===== src/rtl/agc_mct_sequencer.sv =====
// Timepulse generator and control-pulse sequencer for the service-gate module.
// Each MCT is arbitrated at TP==NTP and pulses are decoded from the next (MCT, TP) pair into registers.
module agc_mct_sequencer #(
    parameter int NTP    = 12,
    parameter int MAXINC = 3
) (
    input  logic       CLOCK,
    input  logic       rst_,
    input  logic       GOJAM,
    input  logic       SEQV,
    input  logic [1:0] SEQ,
    input  logic       INCREQ,
    input  logic       INCSGN,
    output logic [3:0] TP,
    output logic       T12_,
    output logic       SEQACK,
    output logic       INCACK,
    output logic       BUSY,
    output logic       RG_,
    output logic       WG_,
    output logic       RA_,
    output logic       WA_,
    output logic       RB_,
    output logic       WB_,
    output logic       WY_,
    output logic       RU_,
    output logic       A2X_,
    output logic       MONEX_,
    output logic       CI
);

    typedef enum logic [2:0] {
        MCT_NOOP,
        MCT_CA,
        MCT_TS,
        MCT_AD,
        MCT_PINC,
        MCT_MINC
    } mct_e;

    localparam logic [3:0] TP_LAST    = 4'(NTP);
    localparam logic [3:0] STREAK_MAX = 4'(MAXINC);

    localparam logic [10:0] G_RG    = 11'h400;
    localparam logic [10:0] G_WG    = 11'h200;
    localparam logic [10:0] G_RA    = 11'h100;
    localparam logic [10:0] G_WA    = 11'h080;
    localparam logic [10:0] G_RB    = 11'h040;
    localparam logic [10:0] G_WB    = 11'h020;
    localparam logic [10:0] G_WY    = 11'h010;
    localparam logic [10:0] G_RU    = 11'h008;
    localparam logic [10:0] G_A2X   = 11'h004;
    localparam logic [10:0] G_MONEX = 11'h002;
    localparam logic [10:0] G_CI    = 11'h001;

    mct_e        mct_q, mct_d;
    logic [3:0]  tp_q, tp_d;
    logic [3:0]  streak_q, streak_d;
    logic        seqack_q, seqack_d;
    logic        incack_q, incack_d;
    logic        t12_q, t12_d;
    logic        busy_q, busy_d;
    logic [10:0] gate_q, gate_d;

    function automatic mct_e seq_to_mct(input logic [1:0] s);
        mct_e m;
        case (s)
            2'd1:    m = MCT_CA;
            2'd2:    m = MCT_TS;
            2'd3:    m = MCT_AD;
            default: m = MCT_NOOP;
        endcase
        return m;
    endfunction

    // Active-high gate set for one timepulse of one MCT type.
    function automatic logic [10:0] pulse_decode(input mct_e m, input logic [3:0] t);
        logic [10:0] g;
        g = '0;
        case (m)
            MCT_CA: begin
                if (t == 4'd7)  g = G_RG | G_WB;
                if (t == 4'd10) g = G_RB | G_WA;
            end
            MCT_TS: begin
                if (t == 4'd5)  g = G_RA | G_WG;
            end
            MCT_AD: begin
                if (t == 4'd7)  g = G_RG | G_WB;
                if (t == 4'd8)  g = G_RB | G_WY | G_A2X;
                if (t == 4'd10) g = G_RU | G_WA;
            end
            MCT_PINC: begin
                if (t == 4'd5)  g = G_RG | G_WY | G_CI;
                if (t == 4'd7)  g = G_RU | G_WG;
            end
            MCT_MINC: begin
                if (t == 4'd5)  g = G_RG | G_WY | G_MONEX;
                if (t == 4'd7)  g = G_RU | G_WG;
            end
            default: g = '0;
        endcase
        return g;
    endfunction

    always_comb begin
        tp_d     = (tp_q == TP_LAST) ? 4'd1 : tp_q + 4'd1;
        mct_d    = mct_q;
        streak_d = streak_q;
        seqack_d = 1'b0;
        incack_d = 1'b0;

        if (GOJAM) begin
            tp_d     = 4'd1;
            mct_d    = MCT_NOOP;
            streak_d = '0;
        end else if (tp_q == TP_LAST) begin
            // Increments win unless a subsequence has waited out a full streak.
            if (INCREQ && !(SEQV && (streak_q == STREAK_MAX))) begin
                mct_d    = INCSGN ? MCT_MINC : MCT_PINC;
                incack_d = 1'b1;
                if (streak_q != STREAK_MAX) begin
                    streak_d = streak_q + 4'd1;
                end
            end else if (SEQV) begin
                mct_d    = seq_to_mct(SEQ);
                seqack_d = 1'b1;
                streak_d = '0;
            end else begin
                mct_d    = MCT_NOOP;
                streak_d = '0;
            end
        end

        t12_d  = (tp_d != TP_LAST);
        busy_d = (mct_d != MCT_NOOP);
        gate_d = pulse_decode(mct_d, tp_d);
    end

    always_ff @(posedge CLOCK or negedge rst_) begin
        if (!rst_) begin
            tp_q     <= 4'd1;
            mct_q    <= MCT_NOOP;
            streak_q <= '0;
            seqack_q <= 1'b0;
            incack_q <= 1'b0;
            t12_q    <= 1'b1;
            busy_q   <= 1'b0;
            gate_q   <= '0;
        end else begin
            tp_q     <= tp_d;
            mct_q    <= mct_d;
            streak_q <= streak_d;
            seqack_q <= seqack_d;
            incack_q <= incack_d;
            t12_q    <= t12_d;
            busy_q   <= busy_d;
            gate_q   <= gate_d;
        end
    end

    assign TP     = tp_q;
    assign T12_   = t12_q;
    assign SEQACK = seqack_q;
    assign INCACK = incack_q;
    assign BUSY   = busy_q;
    assign RG_    = ~gate_q[10];
    assign WG_    = ~gate_q[9];
    assign RA_    = ~gate_q[8];
    assign WA_    = ~gate_q[7];
    assign RB_    = ~gate_q[6];
    assign WB_    = ~gate_q[5];
    assign WY_    = ~gate_q[4];
    assign RU_    = ~gate_q[3];
    assign A2X_   = ~gate_q[2];
    assign MONEX_ = ~gate_q[1];
    assign CI     = gate_q[0];

endmodule


===== config.mk =====
export PLATFORM = sky130hd
export DESIGN_NAME = agc_mct_sequencer
export DESIGN_NICKNAME = d
export VERILOG_FILES = /design/src/rtl/agc_mct_sequencer.sv
export SDC_FILE = /design/constraint.sdc
export NUM_CORES = 1
export LEC_CHECK = 0
export ABC_AREA = 0
export BUFFER_PORTS_ARGS = -buffer_cell sky130_fd_sc_hd__buf_4
export CAP_MARGIN = 0
export CORE_UTILIZATION = 54
export CTS_CLUSTER_DIAMETER = 50
export CTS_CLUSTER_SIZE = 20
export DETAILED_ROUTE_END_ITERATION = 16
export HOLD_SLACK_MARGIN = 0.02
export PLACE_DENSITY = 0.78
export SLEW_MARGIN = 20
export SYNTH_ARGS = -nofsm -noshare
export SYNTH_HDL_FRONTEND = slang
export SYNTH_SLANG_ARGS = --single-unit
export TNS_END_PERCENT = 100

===== constraint.sdc =====
create_clock -name CLOCK -period 2.7 [get_ports CLOCK]
set_input_delay 0.54 -clock CLOCK [delete_from_list [all_inputs] [get_ports CLOCK]]
set_output_delay 0.54 -clock CLOCK [all_outputs]
set_load 0.005 [all_outputs]

Word level (Yosys, flattened, before mapping)
Cells that the tools add are included.
{"block": "word_totals", "reg_bits": 26, "output_inout_bits": 19, "elab_cells": 72, "input_bits": 8}
{"block": "classes", "muxes": 29, "n_addsub": 2, "n_eq_ne": 17, "bitwise": 10, "n_reduce_logical": 6}
{"operator": "11-bit 2-to-1 mux", "n": 8}
{"operator": "11-bit case mux with 5 select lines", "n": 1}
{"operator": "4-bit 2-to-1 mux", "n": 6}
{"operator": "4-bit == test (second input constant)", "n": 3}
{"operator": "3-bit 2-to-1 mux", "n": 4}
{"operator": "10-bit 2-to-1 mux", "n": 1}
{"operator": "1-bit inverter", "n": 10}
{"operator": "4-bit by 1-bit adder with 4-bit output (second input constant)", "n": 2}
{"operator": "4-bit by 3-bit == test with 1-bit output (second input constant)", "n": 2}
{"operator": "1-bit 2-to-1 mux", "n": 8}
{"operator": "3-bit by 2-bit == test with 1-bit output (second input constant)", "n": 2}
{"operator": "3-bit == test (second input constant)", "n": 2}
{"operator": "2-bit case mux with 3 select lines", "n": 1}
{"operator": "2-bit == test (second input constant)", "n": 2}
{"operator": "4-bit by 2-bit == test with 1-bit output (second input constant)", "n": 1}
{"operator": "4-bit by 2-bit != test with 1-bit output (second input constant)", "n": 1}
{"operator": "4-bit != test (second input constant)", "n": 1}
{"operator": "3-bit by 1-bit == test with 1-bit output (second input constant)", "n": 1}
{"operator": "3-bit by 2-bit != test with 1-bit output (second input constant)", "n": 1}
{"operator": "3-bit nonzero test", "n": 1}
{"operator": "2-bit by 1-bit == test with 1-bit output (second input constant)", "n": 1}
{"operator": "1-bit logical AND", "n": 2}
{"operator": "2-bit AND reduction", "n": 1}
{"operator": "2-bit nonzero test", "n": 1}
{"operator": "1-bit zero test", "n": 1}

Depth between registers and ports, before layout
{"block": "logic_depth", "word_depth": 9, "mapped_depth": 8, "mapped_depth_nobuf": 7}

Worst setup path after synthesis
No wires, ideal clock.
{"block": "synth_timing", "path_kind": "register -> register", "startpoint": "register tp_q[0] (netlist: TP[0])", "endpoint": "register gate_q[9]", "slack_ns": 0.715, "synth_period_minus_slack_ns": 1.985, "n_path_buf": 1, "required_time_ns": 2.580, "setup_ns": 0.120, "stages_incl_launch_ff": 9, "arrival_time_ns": 1.866, "path_cell_list": "dfstp_2 -> inv_1 -> ha_1 -> buf_4 -> and3_4 -> and4_1 -> a32oi_4 -> inv_1 -> a31o_1"}
{"block": "synth_via", "elab_cells_between_ends": 22, "classes_between": "add/sub: 1; eq/ne: 10; mux: 11"}
{"item": "start: declaration", "line": "57", "rtl": "logic [3:0] tp_q, tp_d;"}
{"item": "start signal: assignment", "line": "151", "rtl": "tp_q <= tp_d;"}
{"item": "4-bit == test (*)", "line": "117", "rtl": "end else if (tp_q == TP_LAST) begin"}
{"item": "3-bit 2-to-1 mux (*)", "line": "117"}
{"item": "3-bit 2-to-1 mux (*)", "line": "113", "rtl": "if (GOJAM) begin"}
{"item": "named net mct_d[1]", "line": "56", "rtl": "mct_e mct_q, mct_d;"}
{"item": "3-bit == test (tied with other cells)", "line": "80", "rtl": "case (m)"}
{"item": "11-bit case mux with 5 select lines (*)", "line": "80"}
{"item": "named net gate_d[9]", "line": "63", "rtl": "logic [10:0] gate_q, gate_d;"}
{"item": "end signal: assignment", "line": "158", "rtl": "gate_q <= gate_d;"}
{"item": "end: declaration", "line": "63"}
Mark *: on every way through the listed nets, which the timed path passes. The rest lies on a longest branch.
A chain may end at the register's enable or synchronous reset.

Worst setup path after layout
{"block": "layout_timing", "startpoint": "register tp_q[0] (netlist: TP[0])", "endpoint": "register gate_q[4]"}
{"block": "layout_via", "elab_chain_cells": 7, "elab_cells_between_ends": 23, "classes_between": "add/sub: 1; eq/ne: 10; mux: 12"}
{"item": "4-bit by 1-bit adder with 4-bit output / 4-bit == test (equally long branches)", "line": "107, 117"}
{"item": "4-bit 2-to-1 mux", "line": "107", "rtl": "tp_d = (tp_q == TP_LAST) ? 4'd1 : tp_q + 4'd1;"}
{"item": "4-bit 2-to-1 mux", "line": "113"}
{"item": "4-bit by 3-bit == test with 1-bit output / 4-bit == test (equally long branches)", "line": "94, 98, 90"}
{"item": "11-bit 2-to-1 mux (on tied branches)", "line": "98, 90, 94"}
{"item": "11-bit 2-to-1 mux (on tied branches)", "line": "99, 91, 95"}
{"item": "11-bit case mux with 5 select lines (*)", "line": "80"}
{"item": "named net gate_d[4]", "line": "63"}
Marks and branches as above.

==> results.ini <==
[outcome]
status = completed

[setup_path]
worst_ep_arrival_time_ns = 2.43
r2r_cells = 7
r2r-end = gate_q[4]$_DFF_PN0_
worstSetupEndpointType = register
critPathMaxStageDelay_ns = 0.60
required_ns = 2.93
crit-reg2reg-launch = TP[0]$_DFF_PN1_
cp_cell_sequence = inv_1 -> ha_1 -> and4_1 -> a22o_1 -> a211oi_2 -> nand2_2 -> o31ai_2
worstSetupPathType = register to register
start_kind = register
worstPathMaxFanout = 8
cp_slowest_cell = dfstp_2
regToRegSetupSlack_ns = 0.50

[logic_synthesis]
ys.warnings.count = 0
yosys-top-cells-area = dfrtp_1 43%, inv_1 4.6%, dfstp_2 3.8%
synth_cells = 135
synth_most_common_cell = dfrtp_1
yosysTopAreaCell = dfrtp_1
syn_nets = 146
ys_top_cells_by_count = 24 x dfrtp_1, 17 x inv_1, 12 x nor2_1
synthFlopType = dfrtp_1
synthArstFlopShare_pct = 100
synth_edf_count = 0
yosysTopAreaCellShare_pct = 43.0
synthDistinctLibCells = 43
ys_ff_latch = 26
syn_area_per_cell_um2 = 10.4
syn_area_mm2 = 0.00140
ys_seq_area_share_pct = 46.7

[sta]
finalMaxSlewViolations = 0
fin_tns_setup_ns = 0
clock_skew_ns = 0.00931
tightest_slew_ns = 0.429
finalHoldViolations = 0
period_share_pct = 81.6
relSlewSlack_pct = 71.1
setup_violations = 0
grt_setup_unrepaired = false
final.min_clock_period_ns = 2.20
max_freq_ghz = 0.454

[clock_network]
ctsResizeCount = 0
cts_setup_buffers = 0
cts_hold_buf = 0
clk_path_buf_depth = 2
clkSlewWorstSetupHoldPaths_ns = 0.14
clock-sinks = 26
cts_buffers = 3
htreeDepth = 1
clk_latency_ns = 0.32
cts_root_buf = clkbuf_4
cts_tree = done

[power]
p_per_area_mw_per_mm2 = 402
ir_drop_v = 0.000346
p_leak_nw = 0.706

[grt]
grt_pass1_vias = 965
antenna_found_initial = 0
grt_max_degree = 27
grt_overflow = 0
grt_pass1_wl_um = 4450
grt_util_all_layers_pct = 22.0

[floorplan]
die-area_mm2 = 0.00280
core-area_mm2 = 0.00245
num_io_pins = 27
initial_core_util_pct = 56.9
die_w_um = 52.9
dieHeight_um = 52.9
rows = 18

[detailed_routing]
postRouteAntennaNets = 0
drt_pre_antenna_iters = 4
vias = 1075
routed_via_density = 5.63
wl_per_cell_um = 14.1
finalWirelength_um = 2700
drc_errors = 0
drtIter0Drc = 16

[finish]
multiInputGateArea_um2 = 647
regArea_um2 = 653
antenna_cells = 0
final_cells = 191
fill_cells = 199
area_delta_synth_final_pct = 16.1
nNetsFinal = 173
drive_above_1_share_pct = 27.3

[place]
placed_cells = 187
dp_hpwl_um = 1950
place_congestion = 0.884
io_buffers = 26

[hold_path]
min_path_type = primary input to async pin

[job]
max_cap_violations = 0

## cell families after synthesis
| group | after synthesis | share of synthesized area (%) |
|---|---|---|
| AOI/OAI and AO/OA | 27 | 16.1 |
| xor gates and xnor gates | 1 | 0.627 |
| adders and majority gates | 3 | 2.69 |
| buffers and inverters | 21 | 6.98 |
| DFF | 26 | 46.7 |
| and+or+nand+nor | 57 | 26.9 |
## sequential cells by signal, summed over array words and instances, names as in the netlist
signal and count:
mct_q 3, SEQACK 1, streak_q 4, T12_ 1, BUSY 1, gate_q 11, TP 4, INCACK 1
## layer usage
layer,global-route usage [%],routed length [um],part of all wire (%),vias to the layer above
met5,0,0,0,-
met4,8.33,10,0.37,0
met3,2.87,145,5.4,2
met2,32.9,1330,49,37
met1,32.0,1220,45,516
li1,-,-,-,520
## worst max-delay path: cells and delay by family, from the launching register on
kind,cells,cell delay (ns)
AO/OA/AOI/OAI,3,0.70
adder cells (fa/ha/maj),1,0.32
buffers and inverters,1,0.08
flip-flops,1,0.60
AND/OR/NAND/NOR,2,0.42
## cell usage in the layout, fill, tap and decap left out, types with 3 or more instances in the layout
cell	n
nand2_1	7
a21oi_1	9
nor3_1	5
nand3_1	3
inv_1	17
buf_4	26
ha_1	3
clkbuf_4	3
o21ai_0	8
nor2b_1	3
nor2_1	12
and3_1	3
dfrtp_1	24
## per-stage QoR
step	area, um^2	util, %	hold slack (ns)	power, W	setup WS [ns]
floorplan	1400	-	0.244	0.000460	0.715
global placement	1600	65.0	0.459	0.000490	0.665
detailed placement	1600	65.0	0.468	0.000493	0.560
CTS	1620	66.1	0.108	0.000662	0.510
global route	1620	66.1	0.110	0.000686	0.389
finish	1620	66.1	0.0994	0.000653	0.497
## worst max-delay path by stage
stage | from | endpoint | slack (ns)
floorplan | TP[0]$_DFF_PN1_ | gate_q[9]$_DFF_PN0_ | 0.71
global placement | TP[0]$_DFF_PN1_ | gate_q[9]$_DFF_PN0_ | 0.67
detailed placement | TP[0]$_DFF_PN1_ | gate_q[9]$_DFF_PN0_ | 0.56
CTS | TP[0]$_DFF_PN1_ | gate_q[4]$_DFF_PN0_ | 0.51
global route | TP[1]$_DFF_PN0_ | gate_q[4]$_DFF_PN0_ | 0.39
finish | TP[0]$_DFF_PN1_ | gate_q[4]$_DFF_PN0_ | 0.50
## power breakdown
part           internal (W)  leakage, nW  switching (W)
combinational     0.0000295        0.337      0.0000491
clock             0.0000577       0.0150       0.000109
sequential         0.000395        0.355      0.0000124
total              0.000483        0.706       0.000170
## layout make-up
cell class,instances,area share (%)
flip-flops and latches,26,40.2
multi-input cells,88,39.9
repair buffers,26,12.0
inverters,17,3.93
well taps,30,2.31
clock buffers,4,1.62
Power figures use the tool's default switching activity.
